[src/rtl/mod_reduction_arbiter.sv]
// Round-robin share of one iterative modular reducer; >=3 cycles request-to-response, watchdog-bounded wait.
// Backpressure: one job in flight; RESP holds until rsp_ready, and req_ready stays low everywhere but IDLE.
module mod_reduction_arbiter #(
    parameter int N_REQ   = 4,
    parameter int WIDTH   = 128,
    parameter int TIMEOUT = 1024,
    parameter int ID_W    = $clog2(N_REQ)
) (
    input  logic                       clk,
    input  logic                       reset,
    input  logic [N_REQ-1:0]           req_valid,
    input  logic [N_REQ*2*WIDTH-1:0]   req_a,
    output logic [N_REQ-1:0]           req_ready,
    output logic                       red_start,
    output logic [2*WIDTH-1:0]         red_a,
    input  logic                       red_done,
    input  logic [WIDTH-1:0]           red_r,
    output logic                       rsp_valid,
    input  logic                       rsp_ready,
    output logic [ID_W-1:0]            rsp_id,
    output logic [WIDTH-1:0]           rsp_r,
    output logic                       rsp_err,
    output logic                       timeout,
    output logic                       busy
);
    localparam int CNT_W = $clog2(TIMEOUT);

    typedef enum logic [1:0] {S_IDLE, S_LOAD, S_WAIT, S_RESP} state_t;

    state_t                              state;
    logic [ID_W-1:0]                     last;
    logic [ID_W-1:0]                     gidx;
    logic [ID_W-1:0]                     idx;
    logic [N_REQ-1:0]                    grant;
    logic                                found;
    logic [CNT_W-1:0]                    cnt;
    logic [N_REQ-1:0][2*WIDTH-1:0]       a_arr;

    assign a_arr = req_a;

    // Search starts just past the last winner so every requester gets a turn.
    always_comb begin
        grant = '0;
        gidx  = '0;
        idx   = '0;
        found = 1'b0;
        for (int k = 1; k <= N_REQ; k++) begin
            idx = ID_W'((int'(last) + k) % N_REQ);
            if (!found && req_valid[idx]) begin
                found       = 1'b1;
                gidx        = idx;
                grant[idx]  = 1'b1;
            end
        end
    end

    assign req_ready = grant & {N_REQ{(state == S_IDLE) && !reset}};
    assign busy      = (state != S_IDLE);
    assign rsp_valid = (state == S_RESP);

    always_ff @(posedge clk or posedge reset) begin
        if (reset) begin
            state     <= S_IDLE;
            last      <= ID_W'(N_REQ - 1);
            red_start <= 1'b0;
            red_a     <= '0;
            rsp_id    <= '0;
            rsp_r     <= '0;
            rsp_err   <= 1'b0;
            timeout   <= 1'b0;
            cnt       <= '0;
        end else begin
            red_start <= 1'b0;
            case (state)
                S_IDLE: begin
                    if (found) begin
                        red_a     <= a_arr[gidx];
                        rsp_id    <= gidx;
                        last      <= gidx;
                        red_start <= 1'b1;
                        state     <= S_LOAD;
                    end
                end
                // A done still high from the previous job is ignored here.
                S_LOAD: begin
                    cnt   <= '0;
                    state <= S_WAIT;
                end
                S_WAIT: begin
                    if (red_done) begin
                        rsp_r   <= red_r;
                        rsp_err <= 1'b0;
                        state   <= S_RESP;
                    end else if (cnt == CNT_W'(TIMEOUT - 1)) begin
                        rsp_r   <= '0;
                        rsp_err <= 1'b1;
                        timeout <= 1'b1;
                        state   <= S_RESP;
                    end else begin
                        cnt <= cnt + CNT_W'(1);
                    end
                end
                S_RESP: begin
                    if (rsp_ready) begin
                        state <= S_IDLE;
                    end
                end
                default: state <= S_IDLE;
            endcase
        end
    end
endmodule

[config.mk]
export PLATFORM = sky130hd
export DESIGN_NAME = mod_reduction_arbiter
export DESIGN_NICKNAME = d
export VERILOG_FILES = /design/src/rtl/mod_reduction_arbiter.sv
export SDC_FILE = /design/constraint.sdc
export NUM_CORES = 1
export LEC_CHECK = 0
export ABC_CLOCK_PERIOD_IN_PS = 43300
export CORE_AREA = 8 8 608 610
export DETAILED_ROUTE_END_ITERATION = 10
export DIE_AREA = 0 0 616 618
export PLACE_DENSITY = 0.33
export SETUP_SLACK_MARGIN = 0.2
export SLEW_MARGIN = 40
export SYNTH_ARGS = -nofsm -noshare
export SYNTH_HDL_FRONTEND = slang
export SYNTH_SLANG_ARGS = --single-unit
[constraint.sdc]
create_clock -name clk -period 43.3 [get_ports clk]
set_clock_uncertainty 0.15 [all_clocks]
set_input_delay 8.66 -clock clk [delete_from_list [all_inputs] [get_ports clk]]
set_output_delay 8.66 -clock clk [all_outputs]
set_load 0.01 [all_outputs]
==> impl_results.md <==
* Status: completed
* Final hold violation count at 0
* Layout net count at 6,021
* Delay-heaviest family, CP: buffers and inverters
* # setup viols final at 0
* Crit-path cells: clkdlybuf4s50_1, mux2i_1, mux2i_4, buf_4, a221o_1, o21ai_0, a21oi_1, clkdlybuf4s50_1
* Async set-reset flop share out of synthesis at 100%
* Area contributors post-synth: dfrtp_1 33%, a211oi_1 6.9%, mux2i_1 6.9%, mux2_2 5.6%, a221o_1 5.1%
* Routed WL at between 300,000 and 400,000 um
* Chip width at between 600 and 700 um
* Starting Density at under 10%
* Core Box Area at 360,000 sq um
* Library cells used by synthesis at 55
* Max-cap violations at 0
* Largest net degree at the start of global routing at about 140
* Leakage at 19.2 nW
* Synth Flop Type: dfrtp_1
* Layout Utilization at approximately 15%
* Hold Crit Class: reg2reg
* Root Driver: clkbuf_16
* Post-CTS Resized at 0
* DIE AREA at 381,000 sq um
* Crit end category: output port
* Hpwl dp at 251,000 um
* Pre-antenna DRT Iters at 6
* Die Ht at approximately 620 um
* Port Buffers at 1,554
* Least-Margin Pin Slew at 1060 ps
* Vias per Instance at 3.96
* Crit start category: input pin
* Launch point of the worst path: req_valid[1]
* Commonest non-fill, non-tap cell in the layout: clkdlybuf4s50_1
* Final critical-path share of the clock period at 47.0%
* Post-Syn Instances at 3,529
* Cell Pwr Density at 78.4 nW/um^2
* Seq cells post-synth at 403
* CTS sink cnt at 403
* Worst EP required at around 34,000 ps
* Maximum VDD drop at ~0.000066 V
* Setup TNS at 0 ps
* Worst endpoint data arrival time at 11,520 ps
* DR DRC count at 0
* Max Clk Rate at around 50 MHz
* Slowest cell on the critical path: clkdlybuf4s50_1
* Synthesized area per cell at 8.72 sq um
* Postcts setup bufs at 0
* Cell mode on critical path: clkdlybuf4s50_1
* RSZ-0062 raised after global routing: false
* Fin. max-slew vios at 0
* Reg2reg path depth at 13
* Minimum clock period at 20,330 ps
* Top-level I/O count at 1,555
* Worst r2r src: last[0]
* Gr usage total at 15.4%
* Area share of the largest cell type after synthesis at between 30% and 40%
* Most frequent cells in the layout: 1,551 x clkdlybuf4s50_1, 401 x dfrtp_1, 278 x a211oi_1, 274 x nand2_1, 210 x mux2i_1
* Initial antenna violation count at 227
* Clk_lat worst skew at 810 ps
* Synthesis warning total at 0
* Cell Area, Placed at ~50,000 sq um
* Total gr overflow at 0
* Row cnt at about 220
* Layout Area Growth over Synthesis at 75.5%
* # hold bufs at CTS at 0
* Fin cells at 9,757
* Clock Path Buffers at 4
* Htree depth at 3
* Final ANT Viol Nets at 0
* DR vias at around 39,000
* Wire per inst at approximately 32 um
* Syn_nets at 4,703
* Routability cong. at about 0.89
* Clock transition at path regs at 60 ps
* Vias in the first global route at 38,100
* Num CTS Buffers at about 70
* CP Depth at 8
* Design area at between 50,000 and 60,000 sq um
* CTS tree: built
* Post-synth EDFFs at 0
* Post-Syn Area at slightly above 30,000 sq um
* Hold Path Depth at 1
* Inst Count DP at around 9,600
* Share of layout cells above drive strength 1 at 8.28%
* First-pass GRT wire length at 401,000 um
* Slew Limit Headroom at 29.3%
* Max incr delay on CP at between 700 and 800 ps
* WP buf/inv at 3
* Critical hold path startpoint: timeout
* CP max FO at 44
* Seq/Total Area, Yosys at 32.8%
* DR iter-0 viols at 3,002
* WS Path Type: in2out
* Cell taking the most area after synthesis: dfrtp_1
[power by group]
group	internal, W	switching [W]
combinational	0.00112	0.00179
sequential	0.000572	0.000160
clock	0.000346	0.000246
[synth_stat cells, types with 3 or more instances]
cell type  count
a221o_1      158
mux2i_1      212
a22o_1       128
a211oi_1     283
xor2_1         3
xnor2_1        3
mux2_2       154
a211oi_2      24
nand2b_1       6
dfrtp_1      401
nand2_1      276
o21ai_1      133
a32oi_1      103
a21oi_1      161
clkbuf_1     259
buf_4         19
o22a_1       104
o21ai_0      134
inv_1          9
buf_6          9
nor2b_1        3
nand3_1      160
ha_1          14
and3_1       154
nor2_1       166
buf_1         16
nor3_1       155
buf_2         92
mux4_2         3
and2_1         3
a21boi_0     152
[cells by family after synthesis]
group / count (synthesis) / synth area share [%]
AOI/OAI and AO/OA: 1394 / 33.7
and+or+nand+nor: 935 / 14.2
buffers and inverters: 408 / 5.83
DFF: 403 / 32.8
muxes: 369 / 12.8
adders and majority gates: 14 / 0.569
xor gates and xnor gates: 6 / 0.171
[cell type report]
| cell class | count | area (sq um) |
|---|---|---|
| Fill cell | 40600 | 306000 |
| Multi-Input combinational cell | 2718 | 19000 |
| Timing Repair Buffer | 1642 | 16400 |
| Sequential cell | 403 | 10100 |
| Tap cell | 4794 | 6000 |
| Clock buffer | 108 | 2140 |
| Antenna cell | 70 | 175 |
| Clock inverter | 12 | 139 |
| Inverter | 10 | 50.0 |
[flip-flops by register name, indices dropped and copies added, names as in the netlist]
name,cells
red_start,1
cnt,10
rsp_r,128
rsp_id,2
state,2
red_a,256
timeout,1
rsp_err,1
last,2
[per-layer routing]
layer / part of all wire [%] / wire (um) / vias up / GRT usage [%]
li1: - / - / 16400 / -
met1: 39 / 120000 / 19700 / 17.6
met2: 50 / 154000 / 1990 / 27.2
met3: 8.6 / 26700 / 540 / 5.30
met4: 3.2 / 9810 / 36 / 4.48
met5: 0.078 / 241 / - / 0
[stage by stage]
stage	setup slack [ps]	hold slack, ps	total power (W)
final	22970	317	0.00423
after global routing	22820	339	0.00451
after CTS	22990	314	0.00430
after detailed placement	23000	298	0.00366
after global placement	22910	303	0.00363
after floorplan	16020	309	0.00228
[worst paths after layout]
check | endpoint | slack, ps
worst max-delay path | req_ready[2] | 22970
worst min-delay path | timeout | 320
worst max register to register | red_a[167] | 36960
worst min register to register | timeout | 320
max in group asynchronous | red_a[71] | 31600
min in group asynchronous | rsp_r[13] | 8150
Power figures use the tool's default switching activity.
